[config.mk]
export PLATFORM = sky130hd
export DESIGN_NAME = counter_tracker
export DESIGN_NICKNAME = d
export VERILOG_FILES = /design/src/rtl/counter_pkg.sv /design/src/rtl/counter_step_classify.sv /design/src/rtl/counter_tracker.sv
export SDC_FILE = /design/constraint.sdc
export NUM_CORES = 1
export LEC_CHECK = 0
export BUFFER_PORTS_ARGS = -buffer_cell sky130_fd_sc_hd__clkbuf_2
export CORE_UTILIZATION = 45
export DETAILED_ROUTE_END_ITERATION = 8
export PLACE_DENSITY_LB_ADDON = 0.12
export SLEW_MARGIN = 40
export SYNTH_ARGS = -nofsm -noshare
export SYNTH_HDL_FRONTEND = slang
export SYNTH_HIERARCHICAL = 1
export SYNTH_SLANG_ARGS = --single-unit
[constraint.sdc]
create_clock -name clk -period 4.1 [get_ports clk]
set_clock_uncertainty 0.15 [all_clocks]
set_input_delay 0.615 -clock clk [delete_from_list [all_inputs] [get_ports clk]]
set_output_delay 0.615 -clock clk [all_outputs]
set_load 0.005 [all_outputs]
[src/rtl/counter_pkg.sv]
// Shared types and defaults for the counter tracking monitor.
package counter_pkg;

    localparam int unsigned DEF_WIDTH = 4;
    localparam int unsigned DEF_EXT_W = 4;

    typedef enum logic [1:0] {
        SYNC  = 2'd0,
        TRACK = 2'd1,
        ERROR = 2'd2
    } trk_state_e;

    typedef enum logic [1:0] {
        STEP_HOLD = 2'd0,
        STEP_UP   = 2'd1,
        STEP_DOWN = 2'd2,
        STEP_BAD  = 2'd3
    } step_e;

endpackage

[src/rtl/counter_step_classify.sv]
// Combinational classifier: decides whether a new counter sample is a hold,
// a legal up/down step, or a protocol violation.
module counter_step_classify
    import counter_pkg::*;
#(
    parameter int unsigned WIDTH = DEF_WIDTH
) (
    input  logic [WIDTH-1:0] prev,
    input  logic [WIDTH-1:0] cnt_in,
    input  logic             ovf_in,
    input  logic             act_in,
    output step_e            step
);

    localparam logic [WIDTH-1:0] MAX    = '1;
    localparam logic [WIDTH-1:0] ONE    = WIDTH'(1);
    localparam bit               NARROW = (WIDTH == 1);

    logic [WIDTH-1:0] delta;
    assign delta = cnt_in - prev;

    // Delta/overflow rules; a 1-bit counter is classified by ovf_in and prev only
    always_comb begin
        step = STEP_BAD;
        if (delta == '0) begin
            step = ovf_in ? STEP_BAD : STEP_HOLD;
        end else if (!act_in) begin
            step = STEP_BAD;
        end else if (NARROW) begin
            if (ovf_in) step = (prev == MAX) ? STEP_UP : STEP_DOWN;
        end else if (delta == ONE) begin
            if (ovf_in == (prev == MAX)) step = STEP_UP;
        end else if (delta == MAX) begin
            if (ovf_in == (prev == '0)) step = STEP_DOWN;
        end
    end

endmodule

[src/rtl/counter_tracker.sv]
// Monitor/extender for an up/down counter: follows its count, rebuilds a
// wider count and flags any break of the count/overflow contract.
module counter_tracker
    import counter_pkg::*;
#(
    parameter int unsigned WIDTH = DEF_WIDTH,
    parameter int unsigned EXT_W = DEF_EXT_W
) (
    input  logic                   clk,
    input  logic                   rst,
    input  logic                   src_rst_n,
    input  logic                   act_in,
    input  logic [WIDTH-1:0]       cnt_in,
    input  logic                   ovf_in,
    input  logic                   clr_err,
    output logic [WIDTH+EXT_W-1:0] ext_count,
    output logic                   dir,
    output logic                   step_vld,
    output logic                   err,
    output logic                   err_sticky,
    output logic                   ext_ovf,
    output logic [1:0]             state
);

    localparam int unsigned XW = WIDTH + EXT_W;

    trk_state_e       state_q, state_nxt;
    logic [WIDTH-1:0] prev_q, prev_nxt;
    logic [XW-1:0]    ext_nxt;
    logic             dir_nxt, step_nxt, err_nxt, sticky_nxt, ext_ovf_nxt;
    step_e            step_c;

    counter_step_classify #(.WIDTH(WIDTH)) u_classify (
        .prev   (prev_q),
        .cnt_in (cnt_in),
        .ovf_in (ovf_in),
        .act_in (act_in),
        .step   (step_c)
    );

    // FSM state register
    always_ff @(posedge clk or posedge rst) begin
        if (rst) state_q <= SYNC;
        else     state_q <= state_nxt;
    end

    // Next state and next values of every registered output
    always_comb begin
        state_nxt   = state_q;
        prev_nxt    = prev_q;
        ext_nxt     = ext_count;
        dir_nxt     = dir;
        step_nxt    = 1'b0;
        err_nxt     = 1'b0;
        sticky_nxt  = err_sticky;
        ext_ovf_nxt = ext_ovf;
        if (!src_rst_n) begin
            state_nxt = SYNC;
            ext_nxt   = '0;
            prev_nxt  = '0;
        end else begin
            unique case (state_q)
                SYNC: begin
                    prev_nxt  = cnt_in;
                    ext_nxt   = XW'(cnt_in);
                    state_nxt = TRACK;
                end
                TRACK: begin
                    prev_nxt = cnt_in;
                    unique case (step_c)
                        STEP_UP: begin
                            ext_nxt  = ext_count + XW'(1);
                            dir_nxt  = 1'b1;
                            step_nxt = 1'b1;
                            if (ext_count == '1) ext_ovf_nxt = 1'b1;
                        end
                        STEP_DOWN: begin
                            ext_nxt  = ext_count - XW'(1);
                            dir_nxt  = 1'b0;
                            step_nxt = 1'b1;
                            if (ext_count == '0) ext_ovf_nxt = 1'b1;
                        end
                        STEP_BAD: begin
                            err_nxt    = 1'b1;
                            sticky_nxt = 1'b1;
                            state_nxt  = ERROR;
                        end
                        default: ;
                    endcase
                end
                ERROR: begin
                    if (clr_err) state_nxt = SYNC;
                end
                default: state_nxt = SYNC;
            endcase
        end
    end

    // Datapath and output registers
    always_ff @(posedge clk or posedge rst) begin
        if (rst) begin
            prev_q     <= '0;
            ext_count  <= '0;
            dir        <= 1'b1;
            step_vld   <= 1'b0;
            err        <= 1'b0;
            err_sticky <= 1'b0;
            ext_ovf    <= 1'b0;
        end else begin
            prev_q     <= prev_nxt;
            ext_count  <= ext_nxt;
            dir        <= dir_nxt;
            step_vld   <= step_nxt;
            err        <= err_nxt;
            err_sticky <= sticky_nxt;
            ext_ovf    <= ext_ovf_nxt;
        end
    end

    assign state = state_q;

endmodule

==> run metrics <==
Core ar.=3150 um^2; Synth cell types=53; register area share after synthesis=0.308; die extent in x=60.6 um; Leak=0.836 nW; PortBufs=24; slew at the pin closest to its max-slew limit=0.734 ns; maximum clock frequency=0.263 GHz; die height=60.6 um; ant diodes=0; DP HPWL=2700 um; Final nets=217; number of global-route vias before repair=1,298; Most used DFF post-synth=dfrtp_1; share of layout cells above drive strength 1=0.232; Num CTS Buffers=3; CTS tree=yes; Worst VDD drop=0.000177 V; Hold Crit Class=in2async; row count=20; H-tree lvl count=1; via count=1,348; Final Hold Viols=0; Tot GR Track Use=0.216; worst path required time=4.19 ns; Routability Congestion=0.849; root buffer cell=clkbuf_4; Rel. slew slack=0.510; fin area=1740 um^2; CTS max path bufs=2; DRT Pass-1 Iters=4; setup ws final=0.300 ns; CP max FO=6; syn_nets=190; Yosys warnings=6; EDFF count, synth=0; largest net degree at the start of global routing=20; Final Max Slew Viols=0; Synth Cell Area=1550 um^2; Post-Route WL=3480 um; GRT overflow=0; vias per inst=5.66; die area=3680 um^2; Synth Register Bits=19; Routed WL per cell=14.6 um; first-pass GRT wire length=5910 um; PostCTS Resize Cnt=0; cts hold-fix bufs=0; drt initial violations=46; outcome=finished, final reports clean; CTS Sinks=19; post-route setup TNS=0 ns; endpoint class of the critical path=register; Worst Setup Path Type=in2reg; io pins=25; CP startpoint=cnt_in[0]; # fillers=335; RSZ-0062 raised after global routing=false; Initial Utilization=0.491; Pwr Density=318 nW/um^2; CTS clock-pin slew for the worst setup and hold paths=0.11 ns; DRC=0; final setup fails=0; total of max-cap violations=0; post-synthesis cell count=168; Setup Fix Bufs, Post-CTS=0; Post-DRT Antenna Nets=0; Min Hold Slack=0.254 ns; post-place setup slack=-0.0560 ns; final period utilization=0.927; asr flop ratio synth=1.00; syn avg cell area=9.21 um^2; worst flop-to-flop path startpoint=prev_q[0]$_DFFE_PP0P_; antenna violations before repair=0; post-layout min period=3.80 ns; DP Area=1710 um^2; CP arrival=3.89 ns; Layout Utilization=0.551; element type at the critical path start=input pin; clock latency on the worst-skew pair=0.30 ns; Layout Area Growth over Synthesis=12.2%
==> stage by stage <==
stage	power (mW)	std cells
floorplan	0.397	168
global placement	0.455	234
detailed placement	0.458	234
CTS	0.557	238
global route	0.597	238
finish	0.552	238
==> synthesized netlist by cell type (3+ instances only) <==
master,n,share of area
nor2b_1,9,0.036
nor2_1,4,0.0097
o21ai_0,6,0.019
nand2_1,13,0.032
clkbuf_1,3,0.0073
mux2i_1,8,0.052
nand3_1,5,0.016
or4_1,4,0.019
a21o_1,3,0.015
dfrtp_1,18,0.29
a21oi_1,11,0.036
ha_1,11,0.089
buf_6,3,0.022
nand4_1,4,0.016
inv_1,11,0.027
xnor2_1,5,0.028
o21ai_1,3,0.0097
==> logic make-up (layout without fill, tap and decap cells) <==
logic type,after synthesis,after routing,synth area share
flops,19,19,0.308
simple gates,58,58,0.220
mux,9,9,0.0590
buf+inv,20,46,0.0719
fa+ha+maj,12,12,0.102
compound gates,42,42,0.189
xor+xnor,8,8,0.0501
==> worst max-delay path: stages <==
cell and delay (ns):
clkbuf_2 0.10, inv_1 0.05, ha_1 0.20, inv_1 0.06, fa_1 0.42, and3b_1 0.21, nand4b_1 0.11, a22oi_2 0.06
a31oi_2 0.21, inv_1 0.09, ha_1 0.26, buf_4 0.16, buf_4 0.15, nand4b_1 0.17, o211a_2 0.18, o2111a_1 0.28
or4_1 0.48, nand3_1 0.08
==> area by class of cell <==
| class | instances | area, um^2 | share of cell area |
|---|---|---|---|
| inverter | 11 | 41.3 | 0.0238 |
| clock buffer | 3 | 22.5 | 0.0130 |
| timing repair buffer | 31 | 173 | 0.0994 |
| sequential | 19 | 477 | 0.274 |
| multi-input combinational | 129 | 963 | 0.555 |
| tap | 44 | 55.1 | 0.0317 |
| clock inverter | 1 | 5.00 | 0.00288 |
==> sequential cells by signal, summed over array words and instances, names as in the netlist <==
register and cells:
dir 1, err_sticky 1, ext_count 8, err 1, state 2, prev_q 4
step_vld 1, ext_ovf 1
==> power by group <==
part	switching (mW)	leakage [nW]	internal (mW)
clock	0.0596	0.0177	0.0364
sequential	0.0383	0.244	0.216
combinational	0.105	0.575	0.0970
==> routing by layer <==
metal | wire, um | global-route usage | up-vias
met2 | 1620 | 0.345 | 25
li1 | - | - | 660
met1 | 1730 | 0.308 | 659
met3 | 104 | 0.0256 | 4
met5 | 0 | 0 | -
met4 | 25 | 0.0649 | 0
==> cell usage in the layout, fill, tap and decap left out, types with 2 or more instances in the layout <==
cell,count
a21o_1,3
clkbuf_4,3
nor2b_1,9
o21ai_0,6
nand2_1,13
o21a_1,2
o221ai_1,2
o21ai_1,3
nor2_1,4
nand4_1,4
mux2i_1,8
or4_1,4
a31o_1,2
nand4b_1,2
and3b_1,2
ha_1,11
nand3_1,5
inv_1,11
nor3b_1,2
nand2b_1,2
a21boi_0,2
and3_1,2
o211ai_1,2
xnor2_1,5
a21oi_1,10
buf_4,7
clkbuf_2,24
dfrtp_1,18
xor2_1,2
==> path summary, 6_finish.rpt <==
| check | to | slack, ns | cells past startpoint |
|---|---|---|---|
| max | ext_count[7]$_DFFE_PP0P_ | 0.30 | 18 |
| min | err_sticky$_DFFE_PP0P_ | 0.25 | 2 |
| max reg2reg | ext_count[7]$_DFFE_PP0P_ | 0.30 | 16 |
| min reg2reg | err_sticky$_DFFE_PP0P_ | 0.34 | 1 |
| max in group asynchronous | ext_count[0]$_DFFE_PP0P_ | 3.09 | 2 |
| min in group clk | err_sticky$_DFFE_PP0P_ | 0.34 | 1 |
Power figures use the tool's default switching activity.
